--- config.mk ---
export PLATFORM = sky130hd
export DESIGN_NAME = fifo_wr_arbiter
export DESIGN_NICKNAME = d
export VERILOG_FILES = /design/src/rtl/fifo_wr_arbiter.sv
export SDC_FILE = /design/constraint.sdc
export NUM_CORES = 1
export LEC_CHECK = 0
export BUFFER_PORTS_ARGS = -buffer_cell sky130_fd_sc_hd__clkbuf_2
export CAP_MARGIN = 20
export CORE_UTILIZATION = 31
export DETAILED_ROUTE_END_ITERATION = 10
export GPL_TIMING_DRIVEN = 0
export PLACE_DENSITY = 0.59
export SYNTH_ARGS = -nofsm -noshare
export SYNTH_HDL_FRONTEND = slang
export SYNTH_SLANG_ARGS = --single-unit
--- constraint.sdc ---
create_clock -name clk -period 2.9 [get_ports clk]
set_clock_uncertainty 0.15 [all_clocks]
set_input_delay 0.145 -clock clk [delete_from_list [all_inputs] [get_ports clk]]
set_output_delay 0.145 -clock clk [all_outputs]
set_load 0.1 [all_outputs]
--- src/rtl/fifo_wr_arbiter.sv ---
// Round-robin arbiter that lets N_REQ packet sources share one FIFO write port,
// holding the grant for a whole packet or until MAX_BURST words have been written.

module fifo_wr_arbiter_lane #(
    parameter int DATA_W = 8
) (
    input  logic              gnt,
    input  logic              fifo_full,
    input  logic              valid,
    input  logic              last,
    input  logic [DATA_W-1:0] data,
    output logic              ready,
    output logic              wr,
    output logic              wr_last,
    output logic [DATA_W-1:0] din
);
    assign ready   = gnt & ~fifo_full;
    assign wr      = valid & ready;
    assign wr_last = wr & last;
    assign din     = gnt ? data : '0;
endmodule

module fifo_wr_arbiter #(
    parameter int N_REQ     = 4,
    parameter int DATA_W    = 8,
    parameter int MAX_BURST = 8
) (
    input  logic                     clk,
    input  logic                     rst,
    input  logic [N_REQ-1:0]         req_valid,
    input  logic [N_REQ*DATA_W-1:0]  req_data,
    input  logic [N_REQ-1:0]         req_last,
    output logic [N_REQ-1:0]         req_ready,
    input  logic                     fifo_full,
    output logic                     fifo_wr_en,
    output logic [DATA_W-1:0]        fifo_din,
    output logic [N_REQ-1:0]         grant,
    output logic [$clog2(N_REQ)-1:0] grant_id,
    output logic                     busy
);
    localparam int ID_W  = $clog2(N_REQ);
    localparam int CNT_W = $clog2(MAX_BURST + 1);

    typedef enum logic {IDLE, LOCK} state_t;

    state_t                         state;
    logic [CNT_W-1:0]               burst_cnt;
    logic [N_REQ-1:0]               wr_vec;
    logic [N_REQ-1:0]               wr_last_vec;
    logic [N_REQ-1:0][DATA_W-1:0]   lane_din;
    logic                           xfer_last;
    logic                           burst_done;
    logic                           sel_found;
    logic [ID_W-1:0]                sel_id;
    logic [N_REQ-1:0]               sel_oh;

    for (genvar g = 0; g < N_REQ; g++) begin : g_lane
        fifo_wr_arbiter_lane #(.DATA_W(DATA_W)) u_lane (
            .gnt       (grant[g]),
            .fifo_full (fifo_full),
            .valid     (req_valid[g]),
            .last      (req_last[g]),
            .data      (req_data[g*DATA_W +: DATA_W]),
            .ready     (req_ready[g]),
            .wr        (wr_vec[g]),
            .wr_last   (wr_last_vec[g]),
            .din       (lane_din[g])
        );
    end

    // grant is one-hot, so OR-ing the masked lane data selects the grantee
    always_comb begin
        fifo_din = '0;
        for (int i = 0; i < N_REQ; i++)
            fifo_din = fifo_din | lane_din[i];
    end

    assign fifo_wr_en = |wr_vec;
    assign xfer_last  = |wr_last_vec;
    assign burst_done = (burst_cnt == CNT_W'(MAX_BURST - 1));

    // First valid requester after the most recent grantee, wrapping around
    always_comb begin
        sel_found = 1'b0;
        sel_id    = '0;
        sel_oh    = '0;
        for (int k = 1; k <= N_REQ; k++) begin
            if (!sel_found && req_valid[(int'(grant_id) + k) % N_REQ]) begin
                sel_found = 1'b1;
                sel_id    = ID_W'((int'(grant_id) + k) % N_REQ);
                sel_oh[(int'(grant_id) + k) % N_REQ] = 1'b1;
            end
        end
    end

    always_ff @(posedge clk or posedge rst) begin
        if (rst) begin
            state     <= IDLE;
            grant     <= '0;
            grant_id  <= ID_W'(N_REQ - 1);
            burst_cnt <= '0;
            busy      <= 1'b0;
        end else begin
            case (state)
                IDLE: begin
                    if (sel_found) begin
                        state     <= LOCK;
                        grant     <= sel_oh;
                        grant_id  <= sel_id;
                        burst_cnt <= '0;
                        busy      <= 1'b1;
                    end
                end
                LOCK: begin
                    if (fifo_wr_en) begin
                        burst_cnt <= burst_cnt + 1'b1;
                        if (xfer_last || burst_done) begin
                            state <= IDLE;
                            grant <= '0;
                            busy  <= 1'b0;
                        end
                    end
                end
                default: begin
                    state <= IDLE;
                    grant <= '0;
                    busy  <= 1'b0;
                end
            endcase
        end
    end
endmodule

* Yosys cells after proc, flatten, opt, wreduce, memory -nomap -nowiden *
Cells that the tools add are included.

word-level totals
  bits in registers = 12
  output and inout port bits = 20
  logic and storage cells = 117
  input bits = 43

operators by class
  multiplexer cells = 51
  bitwise gates (word level) = 24
  order comparisons = 8
  eq/ne operators = 4
  add/subtract/negate cells = 5
  reductions and logical operators = 20

operators by type and width
  kind                   number
  $mux W4                9
  $mux W8                4
  $or A8 B8 Y8           3
  $mux W1                22
  $lt A3 B4 Y1 const B   4
  $pmux W4 S2            2
  $and A1 B1 Y1          12
  $ge A3 B1 Y1 const B   4
  $or A4 B4 Y4           3
  $bmux W1 S2            4
  $demux W1 S2           4
  $mux W2                4
  $reduce_or A2 Y1       4
  $reduce_or A4 Y1       2
  $logic_and A1 B1 Y1    7
  $add A2 B1 Y2 const B  2
  $add A2 B2 Y2 const B  2
  $add A4 B1 Y4 const B  1
  $and A1 B1 Y1 const A  4
  $eq A4 B3 Y1 const B   1
  $ne A2 B2 Y1 const B   2
  $pmux W1 S2            2
  $reduce_and A2 Y1      2
  $logic_not A1 Y1       3
  4 further kinds        5

* Longest topological paths before layout *
Gate-level depths: netlist of the first run.

  depth after elaboration = 18
  mapped depth = 9
  gate-level depth less buffers = 7

* Modules after synthesis *
A second synthesis of the first run with hierarchy kept.

unflattened totals
  cell total of the unflattened synthesis = 173
  area, all modules = 1,515.2 um^2

modules (own cells, without submodules)
  module                cells each  sequential area each (um^2)  instances  area each (um^2)
  fifo_wr_arbiter       125         302.8                        1          1,129.8
  fifo_wr_arbiter_lane  12          0.0                          4          96.3

* Worst setup path after synthesis of the first run *
No wires, ideal clock.

  path type = flip-flop to flip-flop
  start = register grant_id[0]
  end = register state
  library setup time = 0.126 ns
  cell stages (with the launch flop) = 7
  period minus slack after synthesis = 2.866 ns
  buffers on the path = 1
  setup slack = 0.034 ns
  arrival = 2.590 ns
  required time = 2.624 ns
  cells stage by stage = dfstp_2 buf_6 inv_1 ha_1 mux4_2 or3_4 o31a_2

between the ends
  word-level cells in the longest chain between the ends = 16
  elaborated cells between the ends (all ways) = 28
  classes of those cells = add/sub: 4; mux: 18; reduce/logical: 6

RTL lines
  what                                         line  RTL
  start: declaration                           38    output logic [$clog2(N_REQ)-1:0] grant_id,
  start signal: assignment                     100   grant_id <= ID_W'(N_REQ - 1);
  start signal: assignment                     109   grant_id <= sel_id;
  $add A2 B1 Y2                                88    if (!sel_found && req_valid[(int'(grant_id) + k) % N_REQ]) begin
  $bmux W1 S2                                  88
  $mux W1 (not written as such) (2 in series)  88
  $mux W1                                      88
  $logic_not A1 Y1                             88
  $logic_and A1 B1 Y1                          88
  $mux W1                                      88
  $logic_not A1 Y1                             88
  $logic_and A1 B1 Y1                          88
  $mux W1                                      88
  $logic_not A1 Y1                             88
  $logic_and A1 B1 Y1                          88
  $mux W1 *                                    88
  $mux W1 *                                    106   if (sel_found) begin
  $pmux W1 S2 *                                104   case (state)
  end signal: assignment                       98    state <= IDLE;
  end signal: assignment                       107   state <= LOCK;
  end signal: assignment                       118   state <= IDLE;
  end: declaration                             46    state_t state;

Mark *: on every way between the ends. The rest lies on a longest branch, timed or not. The select of a mux whose other input is x is not followed.
A chain may end at the register's enable or synchronous reset.

* Worst setup path after layout of the first run *
  start = register grant_id[0]
  end = register grant[2]

between the ends
  word-level cells in the longest chain between the ends = 16
  elaborated cells between the ends (all ways) = 65
  classes of those cells = add/sub: 4; order compare: 8; eq/ne: 1; mux: 30; bitwise: 7; reduce/logical: 15

RTL lines
  what                                                                         line    RTL
  $add A2 B1 Y2                                                                88, 91
  $reduce_or A2 Y1 (no line) / $bmux W1 S2 (equally long branches)             n/a
  $and A1 B1 Y1 (no line) / $mux W1 (equally long branches)                    n/a
  $lt A3 B4 Y1 (not written as such) (tied with other cells)                   91      sel_oh[(int'(grant_id) + k) % N_REQ] = 1'b1;
  $logic_and A1 B1 Y1 (not written as such) / $mux W1 (equally long branches)  91, 88
  $mux W1 (not written as such) / $logic_not A1 Y1 (equally long branches)     91, 88
  $demux W1 S2 / $logic_and A1 B1 Y1 (equally long branches)                   91, 88
  $mux W4 / $mux W1 (equally long branches)                                    88
  $or A4 B4 Y4 (no line) / $logic_not A1 Y1 (equally long branches)            n/a
  $mux W4 / $logic_and A1 B1 Y1 (equally long branches)                        88
  $or A4 B4 Y4 (no line) / $mux W1 (equally long branches)                     n/a
  $mux W4 / $logic_not A1 Y1 (equally long branches)                           88
  $or A4 B4 Y4 (no line) / $logic_and A1 B1 Y1 (equally long branches)         n/a
  $mux W4 / $mux W1 (equally long branches)                                    88
  $mux W4 / $ne A2 B2 Y1 (equally long branches)                               n/a
  $pmux W4 S2 / $reduce_and A3 Y1 (equally long branches)                      n/a
  end signal: assignment                                                       108     grant <= sel_oh;
  end: declaration                                                             37      output logic [N_REQ-1:0] grant,

Several ways; a longest one is shown, not always the timed one. The select of a mux whose other input is x is not followed.

==> metrics.sh, run 1 <==
TOTALNEGATIVESETUPSLACK_NS=0
CTS.ROOT.BUFFER_CELL='clkbuf_8'
CRITPATHREQUIREDTIME_NS=2.88
HOLD_PATH_CLASS='primary input to flip-flop'
TIMING.CRITICAL_PATH.SLOWEST_CELL_DELAY_NS=0.59
CLOCKBUFFERDEPTH=2
CLKSLEWWORSTSETUPHOLDPATHS_NS=0.06
WORST_SETUP_PATH_END_KIND='flip-flop'
SYNTH_TOP_AREA_SHARE_PCT=20.12
CLOCK_TREE.HTREE_LEVEL_COUNT=1
UNREPAIRED_SETUP_ENDPOINTS_AFTER_GLOBAL_ROUTING='no'
STATUS='completed'
SHARE_OF_LAYOUT_CELLS_ABOVE_DRIVE_STRENGTH_1_PCT=43.63
DESIGN.PORTCOUNT=63
DIE_AREA_UM2=4269
IRDROPWORSTVDD_V=0.0002188
TRITONCTS_NUM_SINKS=12
SYNTH-ASYNC-RESET-RATIO_PCT=100.0
CTS_TREE='built'
POST_DRT_VIA_CELL_RATIO=5.135
DRT_DRC_VIOLATIONS_LEFT=0
GLOBALPLACE.CONGESTION=0.7413
WORST-SLEW-PIN-TRANSITION_NS=0.5481
GRT_PASS1_VIAS=1169
PATH_BUF_INV=2
TIMING.CRITICAL_PATH.FROM_TYPE='flip-flop'
NETLIST.TOP_CELL.BY_AREA='dfrtp_1'
TIMING.FINAL.HOLD_VIOLATIONS=0
AVGSYNTHCELLAREA_UM2=9.078
NETS=257
POWER_DENSITY_nW_PER_UM2=379.2
MOST-COMMON-LAYOUT-CELLS='63 x clkbuf_2, 22 x a22oi_1, 14 x nand2_1'
POST-CTS-SETUP-BUFFER-COUNT=0
DETAILEDPLACEMENTHPWL_UM=2676
CTS_INSERTED_BUFFERS=3
CRITICAL-PATH-TOP-DELAY-FAMILY='compound AO/OA/AOI/OAI gates'
COUNT_OF_FLIP_FLOPS_WITH_A_BUILT_IN_ENABLE_AFTER_SYNTHESIS=0
CP.ARRIVAL_NS=2.68
TIMING.CRITICAL_PATH.FANOUT_MAX=10
GRT_USE_TOTAL_PCT=16.67
REPORT.POWER.TOTAL_mW=0.6334
CAP_VIOLATIONS=0
DETAILEDROUTE.FIRSTITERATIONVIOLATIONS=43
NETLIST_AREA_UM2=1244
CRITICAL_PATH.CELL_CHAIN='buf_6 > inv_1 > ha_1 > mux4_2 > nor2b_1 > a221o_1 > a22oi_1 > o21ai_1'
GLOBAL_ROUTE_WIRE_LENGTH_BEFORE_REPAIR_UM=5520
DRT-TOTAL-WL_UM=3374
SYNTH_NETS=189
POSTSYNTH.TOPFLOPCELL='dfrtp_1'
YS.WARNINGS.COUNT=0
LEAKAGE_nW=0.8850
INSERTEDDIODECOUNT=0
SLEW_VIOL_FINAL=0
WL_PER_CELL_UM=13.39
POSTSYNTHREGISTERBITS=12
PLACE.PORT_BUFFERS=62
FMAX_MHz=369.9
SYNTH_CELLS=137
MAX-SLEW-MARGIN-REL_PCT=63.61
DIE_X_UM=65.34
SYNTH_SEQ_AREA_SHARE_PCT=24.35
WORST_SKEW_PAIR.LATE_LATENCY_NS=0.24
DR_TOTAL_VIAS=1294
LAYOUT.CELLS.MOST_COMMON='clkbuf_2'
GLOBALROUTEOVERFLOWTOTAL=0
NETLIST_TOP_CELLS_AREA='dfrtp_1 20%, a22oi_1 13%, ha_1 9.1%, buf_4 5.4%, mux4_2 5.4%'
WORST_PATH_MAX_DELAY_CELL='dfstp_2'
YOSYSUNIQUECELLTYPES=34
DESIGN.CORE.AREA_UM2=3744
SETUP-VIOLATIONS-FINAL=0
MIN_PERIOD_OVER_PERIOD_PCT=93.23
GRT_ANTENNA_BEFORE_REPAIR=0
PLACEMENT_ROWS=22
FLOORPLAN.INITIALDENSITY_PCT=33.22
TIMING.FINAL.CRIT_PERIOD_NS=2.704
ANTENNA_LEFT=0
DIE_H_UM=65.34
SETUP.WORST_PATH.CLASS='flip-flop to flip-flop'
DRT_PASS1_ITERATIONS=4
GRT_MAX_DEGREE=13
LAYOUT-AREA-OVERHEAD-VS-SYNTH_PCT=34.31
## cell usage after synthesis (2+ instances only)
cell,number
inv_1,6
dfrtp_1,10
a31oi_1,2
nand2_1,14
buf_6,2
ha_1,9
a22oi_1,22
buf_4,9
o21ai_1,4
buf_2,3
clkbuf_1,2
nand2b_1,5
o21ai_0,7
a221o_1,4
mux4_2,3
nand3_1,11
dfstp_2,2
nor2b_1,6
## cell families (layout without fill, tap and decap cells)
group	Yosys count	count (layout)	share of synthesized area, %
multiplexers	5	5	8.350
adder cells (fa/ha/maj)	9	9	9.054
flip-flops	12	12	24.35
buffers and inverters	22	89	10.86
XOR/XNOR	2	2	1.409
AO/OA/AOI/OAI	48	48	29.38
AND/OR/NAND/NOR	39	39	16.60
## power breakdown
| group | switching (mW) | total [mW] | internal, mW |
|---|---|---|---|
| Clock | 0.0629 | 0.160 | 0.0967 |
| Sequential | 0.0180 | 0.205 | 0.187 |
| Combinational | 0.180 | 0.269 | 0.0884 |
## through the flow
| step | setup WS, ns | instance area (um2) | cells | hold slack, ns | utilization, % |
|---|---|---|---|---|---|
| floorplan | 0.03392 | 1244 | 137 | -0.1417 | - |
| global placement | 0.2338 | 1614 | 247 | 0.02102 | 43.11 |
| detailed placement | 0.2215 | 1614 | 247 | 0.02062 | 43.11 |
| CTS | 0.2086 | 1669 | 252 | 0.1838 | 44.59 |
| global route | 0.03452 | 1670 | 252 | 0.2374 | 44.62 |
| finish | 0.1963 | 1670 | 252 | 0.1875 | 44.62 |
## sequential cells by signal (all words and copies together) (netlist names)
| name | cells |
|---|---|
| burst_cnt | 4 |
| grant | 4 |
| grant_id | 2 |
| busy | 1 |
| state | 1 |
## cell type report
| type | count | area, um2 |
|---|---|---|
| inverter | 6 | 22.52 |
| buffer | 16 | 113.9 |
| tap | 48 | 60.06 |
| multi-input combinational | 103 | 805.8 |
| clock buffer | 4 | 45.04 |
| timing repair buffer | 63 | 320.3 |
| sequential | 12 | 302.8 |
| fill | 384 | 2073 |
## routing by layer
metal	up-vias	track usage (%)	wire length, um
met5	-	0	0
met4	0	4.076	27
met3	4	3.646	249
met2	52	28.61	1597
met1	595	21.03	1499
li1	643	-	-
## what timing repair did
action / 4_1_cts / 5_1_grt
endpoints found under the setup margin: 0 / 2
hold endpoints to repair: 10 / 0
resized for setup: 0 / 2
hold buffers: 1 / 0
## final timing paths
kind,from,endpoint,slack [ns],depth (start not counted)
max in group asynchronous,rst,grant_id[0],1.94,3
worst max register to register,grant_id[0],grant[2],0.20,8
worst min register to register,busy,busy,0.33,2
worst max-delay path,grant_id[0],grant[2],0.20,8
worst min-delay path,req_valid[1],grant_id[1],0.19,4
min in group asynchronous,rst,burst_cnt[2],0.30,3
## tightest hold or removal path, stage by stage
cell	delay [ns]
clkbuf_2	0.16
o211ai_1	0.09
o21ai_0	0.07
mux2i_1	0.08
Power figures use the tool's default switching activity.
==> inputs of run 2 (changes only) <==
- PLACE_DENSITY: 0.59 -> 0.61
- clock period: 2.9 -> 2.2 ns (I/O delays scaled with it)
==> run 2 against run 1 <==
The flow now finishes with violations (setup timing). Global-route usage is 1.2 points higher. Utilization is 4.2 points higher. Register-to-register slack worse by 0.44 ns. Routed wire length is 7.9% higher.
==> metrics.sh, run 2 (synthesis results as in run 1) <==
TIMING.CRITICAL_PATH.FROM_TYPE='flip-flop'
REGISTERS_WITH_THE_MOST_FLIP_FLOPS='burst_cnt: 4 flops, grant: 4 flops, grant_id: 2 flops'
GLOBALROUTEOVERFLOWTOTAL=0  # unchanged
SETUP.WORST_PATH.CLASS='flip-flop to flip-flop'
MAX-SLEW-MARGIN-REL_PCT=57.85  # -5.8 points
VIOLATIONS='setup timing'
CTS_TREE='built'
WORST_SETUP_PATH_END_KIND='flip-flop'
PATH_DEPTH_OF_THE_WORST_REG2REG_PATH=7  # -1
MOST-COMMON-LAYOUT-CELLS='62 x clkbuf_2, 21 x a22oi_1, 18 x buf_4'
WORST-SLEW-PIN-TRANSITION_NS=0.6309  # +0.08277 ns
PLACE.PORT_BUFFERS=62  # unchanged
LAYOUT.FILLER_CELLS=373  # -2.9%
GRT_PASS1_VIAS=1261  # +7.9%
POWER_DENSITY_nW_PER_UM2=474.7  # +25%
DRT-TOTAL-WL_UM=3639  # +7.9%
TOTALNEGATIVESETUPSLACK_NS=-2.034  # -2.034 ns
DIE_X_UM=65.34  # unchanged
CP.ARRIVAL_NS=2.46  # -0.22 ns
TIMING.FINAL.HOLD_VIOLATIONS=0  # unchanged
CTS.ROOT.BUFFER_CELL='clkbuf_8'
WORST_SKEW_PAIR.LATE_LATENCY_NS=0.24  # about the same
SLEW_VIOL_FINAL=0  # unchanged
SHARE_OF_LAYOUT_CELLS_ABOVE_DRIVE_STRENGTH_1_PCT=52.58  # +9.0 points
DR_TOTAL_VIAS=1373  # +6.1%
DETAILEDPLACEMENTHPWL_UM=2751  # +2.8%
SETUP-VIOLATIONS-FINAL=11  # +11
CLKSLEWWORSTSETUPHOLDPATHS_NS=0.05  # about the same
TIMING.FINAL.CRIT_PERIOD_NS=2.439  # -0.2644 ns
GRTUSAGEMET2_PCT=32.22  # +3.6 points
LEAKAGE_nW=0.9316  # +5.3%
IRDROPWORSTVDD_V=0.0003043  # +39%
UNREPAIRED_SETUP_ENDPOINTS_AFTER_GLOBAL_ROUTING='yes'
CRITPATHREQUIREDTIME_NS=2.22  # -0.66 ns
GLOBALPLACE.CONGESTION=0.7100  # -4.2%
FINAL_DESIGN_AREA_NO_FILL_UM2=1829  # +9.5%
WL_PER_CELL_UM=13.94  # +4.1%
FMAX_MHz=409.9  # +11%
DESIGN.CORE.AREA_UM2=3744  # unchanged
DIE_AREA_UM2=4269  # unchanged
DETAILEDROUTE.FIRSTITERATIONVIOLATIONS=42  # -2.3%
DESIGN.PORTCOUNT=63  # unchanged
LAYOUT.CELLS.MOST_COMMON='clkbuf_2'
FLOORPLAN.INITIALDENSITY_PCT=33.22  # unchanged
WORST_SLACK_NS=-0.2393  # -0.4356 ns
ANTENNA_LEFT=0  # unchanged
POST_DRT_VIA_CELL_RATIO=5.261  # +2.4%
MIN_PERIOD_OVER_PERIOD_PCT=110.9  # +18 points
GROUTE.LAYER.MET3.USAGE_PCT=4.688  # +1.0 points
TIMING.HOLD.WORST_PATH_DEPTH=4  # unchanged
STATUS='complete, but fails checks'
USE_MET1_PCT=21.41  # +0.38 points
TIMING.CRITICAL_PATH.FANOUT_MAX=4  # -6
HOLD_PATH_CLASS='primary input to flip-flop'
GRT_USE_TOTAL_PCT=17.83  # +1.2 points
CAP_VIOLATIONS=0  # unchanged
NETS=266  # +3.5%
CLOCK_TREE.HTREE_LEVEL_COUNT=1  # unchanged
GRT_MOST_USED_LAYER='met2'
CTS_INSERTED_BUFFERS=3  # unchanged
CLOCKBUFFERDEPTH=2  # unchanged
DIE_H_UM=65.34  # unchanged
LAYOUT-AREA-OVERHEAD-VS-SYNTH_PCT=47.08
DRT_DRC_VIOLATIONS_LEFT=0  # unchanged
GRT_MAX_DEGREE=13  # unchanged
GRT_ANTENNA_BEFORE_REPAIR=0  # unchanged
GLOBAL_ROUTE_WIRE_LENGTH_BEFORE_REPAIR_UM=5830  # +5.6%
DRT_PASS1_ITERATIONS=4  # unchanged
TRITONCTS_NUM_SINKS=12  # unchanged
PLACEMENT_ROWS=22  # unchanged
INSERTEDDIODECOUNT=0  # unchanged
AREA_POST_PLACEMENT_UM2=1637  # +1.4%
run 2: changes by cell type in the layout (fill, tap and decap cells not counted), moves of 2 or more:
cell | before | now
nand2_1 | 14 | 12
buf_4 | 9 | 18
dfstp_4 | 0 | 2
nand3_1 | 11 | 6
nand2_2 | 0 | 2
inv_1 | 6 | 4
o21ai_1 | 4 | 9
dfstp_2 | 2 | 0
nand3_2 | 0 | 5
o21ai_0 | 7 | 1
run 2: final timing paths:
| kind | endpoint | slack [ns] | from |
|---|---|---|---|
| worst min register to register | busy | 0.34 | busy |
| min in group asynchronous | grant[0] | 0.25 | rst |
| worst max-delay path | grant[3] | -0.24 | grant_id[1] |
| worst min-delay path | grant_id[1] | 0.22 | req_valid[1] |
| worst max register to register | grant[3] | -0.24 | grant_id[1] |
| max in group asynchronous | grant_id[1] | 1.31 | rst |
run 2: worst max-delay path, stage by stage (launching register included):
cell	delay, ns
dfstp_4	0.65
clkinvlp_4	0.12
ha_4	0.29
mux4_2	0.35
or3_4	0.44
nor2_4	0.13
a22oi_1	0.11
o21ai_1	0.12
run 2: final cells by class:
cell class,count,area (um2),share of cell area (%)
repair buffers,73,411.6,22.50
flip-flops and latches,12,310.3,16.96
clock buffers,4,45.04,2.462
inverters,6,28.78,1.573
plain buffers,15,105.1,5.746
well taps,48,60.06,3.283
multi-input cells,103,868.3,47.47
run 2: metal layers:
metal	wire, um	vias to the layer above
li1	-	663
met1	1511	630
met2	1785	78
met3	329	2
met4	13	0
met5	0	-
run 2: repair_timing:
action	in CTS	in global routing
hold buffers	1	0
pin swaps	4	2
hold endpoints to repair	10	0
resized for setup	14	10
setup endpoints to repair	12	12
buffers inserted	8	1
cloned	1	0
run 2: where the power goes:
part | leakage, nW | switching (mW) | internal [mW]
registers | 0.153 | 0.0291 | 0.247
clock network | 0.0228 | 0.0809 | 0.128
logic | 0.756 | 0.248 | 0.136
total | 0.932 | 0.358 | 0.511
run 2: stage by stage:
stage	utilization (%)	hold WS, ns	instances	power (mW)	setup slack, ns
floorplan	-	-0.1767	137	0.5368	-0.4357
global placement	43.72	-0.01016	247	0.6285	-0.3640
detailed placement	43.72	-0.01209	247	0.6303	-0.3809
CTS	47.79	0.2017	260	0.8649	-0.2136
global route	48.86	0.2528	261	0.9221	-0.3097
finish	48.86	0.2197	261	0.8684	-0.2393
==> inputs of run 3 (changes only) <==
- SETUP_SLACK_MARGIN: unset -> 0.3
==> run 3 against run 2 <==
The run still ends with setup timing left. Clock-buffer cell count unchanged. Power increased by 2.5%. Routed wire length increased by 3.1%. Critical path depth unchanged. Utilization increased by 1.9 points. Via count increased by 1.1%. Cell area increased by 4.0%. Clock power increased by 2%. Critical endpoint is now grant[2].
==> metrics.sh, run 3 (synthesis results as in run 1) <==
DIE_H_UM=65.34  # unchanged
SHARE_OF_LAYOUT_CELLS_ABOVE_DRIVE_STRENGTH_1_PCT=54.55  # +2.0 points
UNREPAIRED_SETUP_ENDPOINTS_AFTER_GLOBAL_ROUTING='yes'
ROUTE.TOP_LAYER_USED='met4'
TIMING.CRITICAL_PATH.FANOUT_MAX=6  # +2
MAX-SLEW-MARGIN-REL_PCT=63.86  # +6.0 points
DESIGN.CORE.AREA_UM2=3744  # unchanged
CLOCK_TREE.HTREE_LEVEL_COUNT=1  # unchanged
PLACEMENT_ROWS=22  # unchanged
DRT-MET1-WL_UM=1505  # -0.40%
CLOCKBUFFERDEPTH=2  # unchanged
TRITONCTS_NUM_SINKS=12  # unchanged
GLOBAL_ROUTE_WIRE_LENGTH_BEFORE_REPAIR_UM=5802  # -0.48%
FMAX_MHz=409.4  # -0.13%
GRT_USE_TOTAL_PCT=17.87  # +0.043 points
CTS_TREE='built'
DRT-TOTAL-WL_UM=3750  # +3.1%
DIE_AREA_UM2=4269  # unchanged
FLOORPLAN.INITIALDENSITY_PCT=33.22  # unchanged
CAP_VIOLATIONS=0  # unchanged
INSERTEDDIODECOUNT=0  # unchanged
WL_PER_CELL_UM=13.99  # +0.36%
DRT_PASS1_ITERATIONS=4  # unchanged
GLOBALROUTEOVERFLOWTOTAL=0  # unchanged
DESIGN.PORTCOUNT=63  # unchanged
CTS_INSERTED_BUFFERS=3  # unchanged
CRITPATHREQUIREDTIME_NS=2.22  # about the same
WORST_SKEW_PAIR.LATE_LATENCY_NS=0.24  # about the same
DR_TOTAL_VIAS=1388  # +1.1%
WORST-SLEW-PIN-TRANSITION_NS=0.5444  # -0.08652 ns
HOLD_PATH_CLASS='primary input to flip-flop'
PLACE.PORT_BUFFERS=62  # unchanged
MET2_LENGTH_UM=1920  # +7.6%
CP.ARRIVAL_NS=2.46  # about the same
LAYOUT.CELLS.MOST_COMMON='clkbuf_2'
VIOLATIONS='setup timing'
DRT_DRC_VIOLATIONS_LEFT=0  # unchanged
ANTENNA_LEFT=0  # unchanged
SETUP-VIOLATIONS-FINAL=12  # +1
DETAILEDPLACEMENTHPWL_UM=2774  # +0.85%
SETUP.WORST_PATH.CLASS='flip-flop to flip-flop'
CTS.ROOT.BUFFER_CELL='clkbuf_8'
NETS=273  # +2.6%
IRDROPWORSTVDD_V=0.0002047  # -33%
GLOBALPLACE.CONGESTION=0.7799  # +9.8%
DIE_X_UM=65.34  # unchanged
POST_DRT_VIA_CELL_RATIO=5.179  # -1.5%
AREA_POST_PLACEMENT_UM2=1640  # +0.23%
REGISTERS_WITH_THE_MOST_FLIP_FLOPS='burst_cnt: 4 flops, grant: 4 flops, grant_id: 2 flops'
GRT_ANTENNA_BEFORE_REPAIR=0  # unchanged
WORST_SETUP_PATH_END_KIND='flip-flop'
GRT_PASS1_VIAS=1210  # -4.0%
POWER_DENSITY_nW_PER_UM2=468.2  # -1.4%
MIN_PERIOD_OVER_PERIOD_PCT=111.0  # +0.15 points
STATUS='complete, but fails checks'
TIMING.FINAL.HOLD_VIOLATIONS=0  # unchanged
WL_MET3_UM=313  # -4.9%
DETAILEDROUTE.FIRSTITERATIONVIOLATIONS=53  # +26%
GRT_MAX_DEGREE=13  # unchanged
TIMING.FINAL.CRIT_PERIOD_NS=2.443  # +0.003275 ns
LEAKAGE_nW=0.9806  # +5.3%
REPORT.POWER.TOTAL_mW=0.8905  # +2.5%
TIMING.CRITICAL_PATH.FROM_TYPE='flip-flop'
TOTALNEGATIVESETUPSLACK_NS=-2.216  # -0.1824 ns
SLEW_VIOL_FINAL=0  # unchanged
FINAL_DESIGN_AREA_NO_FILL_UM2=1902  # +4.0%
WORST_SLACK_NS=-0.2426  # -0.003275 ns
MOST-COMMON-LAYOUT-CELLS='57 x clkbuf_2, 22 x buf_4, 21 x a22oi_1'
CLKSLEWWORSTSETUPHOLDPATHS_NS=0.06  # about the same
LAYOUT-AREA-OVERHEAD-VS-SYNTH_PCT=52.92
HOLDWS_NS=0.1623  # -0.05740 ns
[run 3: layout make-up]
cell class,instances,area [um2]
Timing Repair Buffer,79,465.4
Buffer,16,121.4
Multi-Input combinational cell,103,865.8
Sequential cell,12,310.3
Fill cell,349,1842
Tap cell,48,60.06
Clock buffer,4,45.04
Inverter,6,33.78
[run 3: power breakdown]
part	internal [mW]	switching, mW	total [mW]	leakage (nW)
Sequential	0.247	0.0281	0.275	0.153
Clock	0.128	0.0851	0.213	0.0228
Combinational	0.148	0.254	0.402	0.805
[run 3: worst paths after layout]
path | from | end | slack [ns] | cells past startpoint
hold reg to reg | busy | busy | 0.36 | 2
hold / removal | req_valid[1] | grant_id[1] | 0.16 | 4
setup reg to reg | grant_id[0] | grant[2] | -0.24 | 7
min in group asynchronous | rst | grant[0] | 0.26 | 3
max in group asynchronous | rst | grant_id[0] | 1.29 | 3
setup / recovery | grant_id[0] | grant[2] | -0.24 | 7
[run 3: worst max-delay path, stage by stage, from the launching register on]
cell	delay (ns)
dfstp_4	0.62
buf_8	0.13
buf_4	0.12
mux4_2	0.54
or3_4	0.44
nor2_4	0.13
a22oi_2	0.09
o21ai_1	0.14
[run 3: timing repair]
action                                 CTS  global route
buffers inserted                        12             3
endpoints found under the hold margin   10             0
pin swaps                                3             3
gates resized for setup                 21            16
gates cloned                             1             0
setup endpoints to repair               22            16
hold buffers                             1             0
[run 3: routing by layer]
layer / vias up / GRT usage, %
met3: 2 / 2.778
met1: 636 / 21.97
met5: - / 0
met4: 0 / 4.076
met2: 73 / 32.35
li1: 677 / -
[run 3: per-stage QoR]
step,utilization [%],std cells,setup WS (ns)
5_1_grt,50.80,268,-0.3429
2_1_floorplan,-,137,-0.4357
4_1_cts,49.26,265,-0.2284
3_5_place_dp,43.82,247,-0.3529
3_3_place_gp,43.82,247,-0.3715
6_report,50.80,268,-0.2426
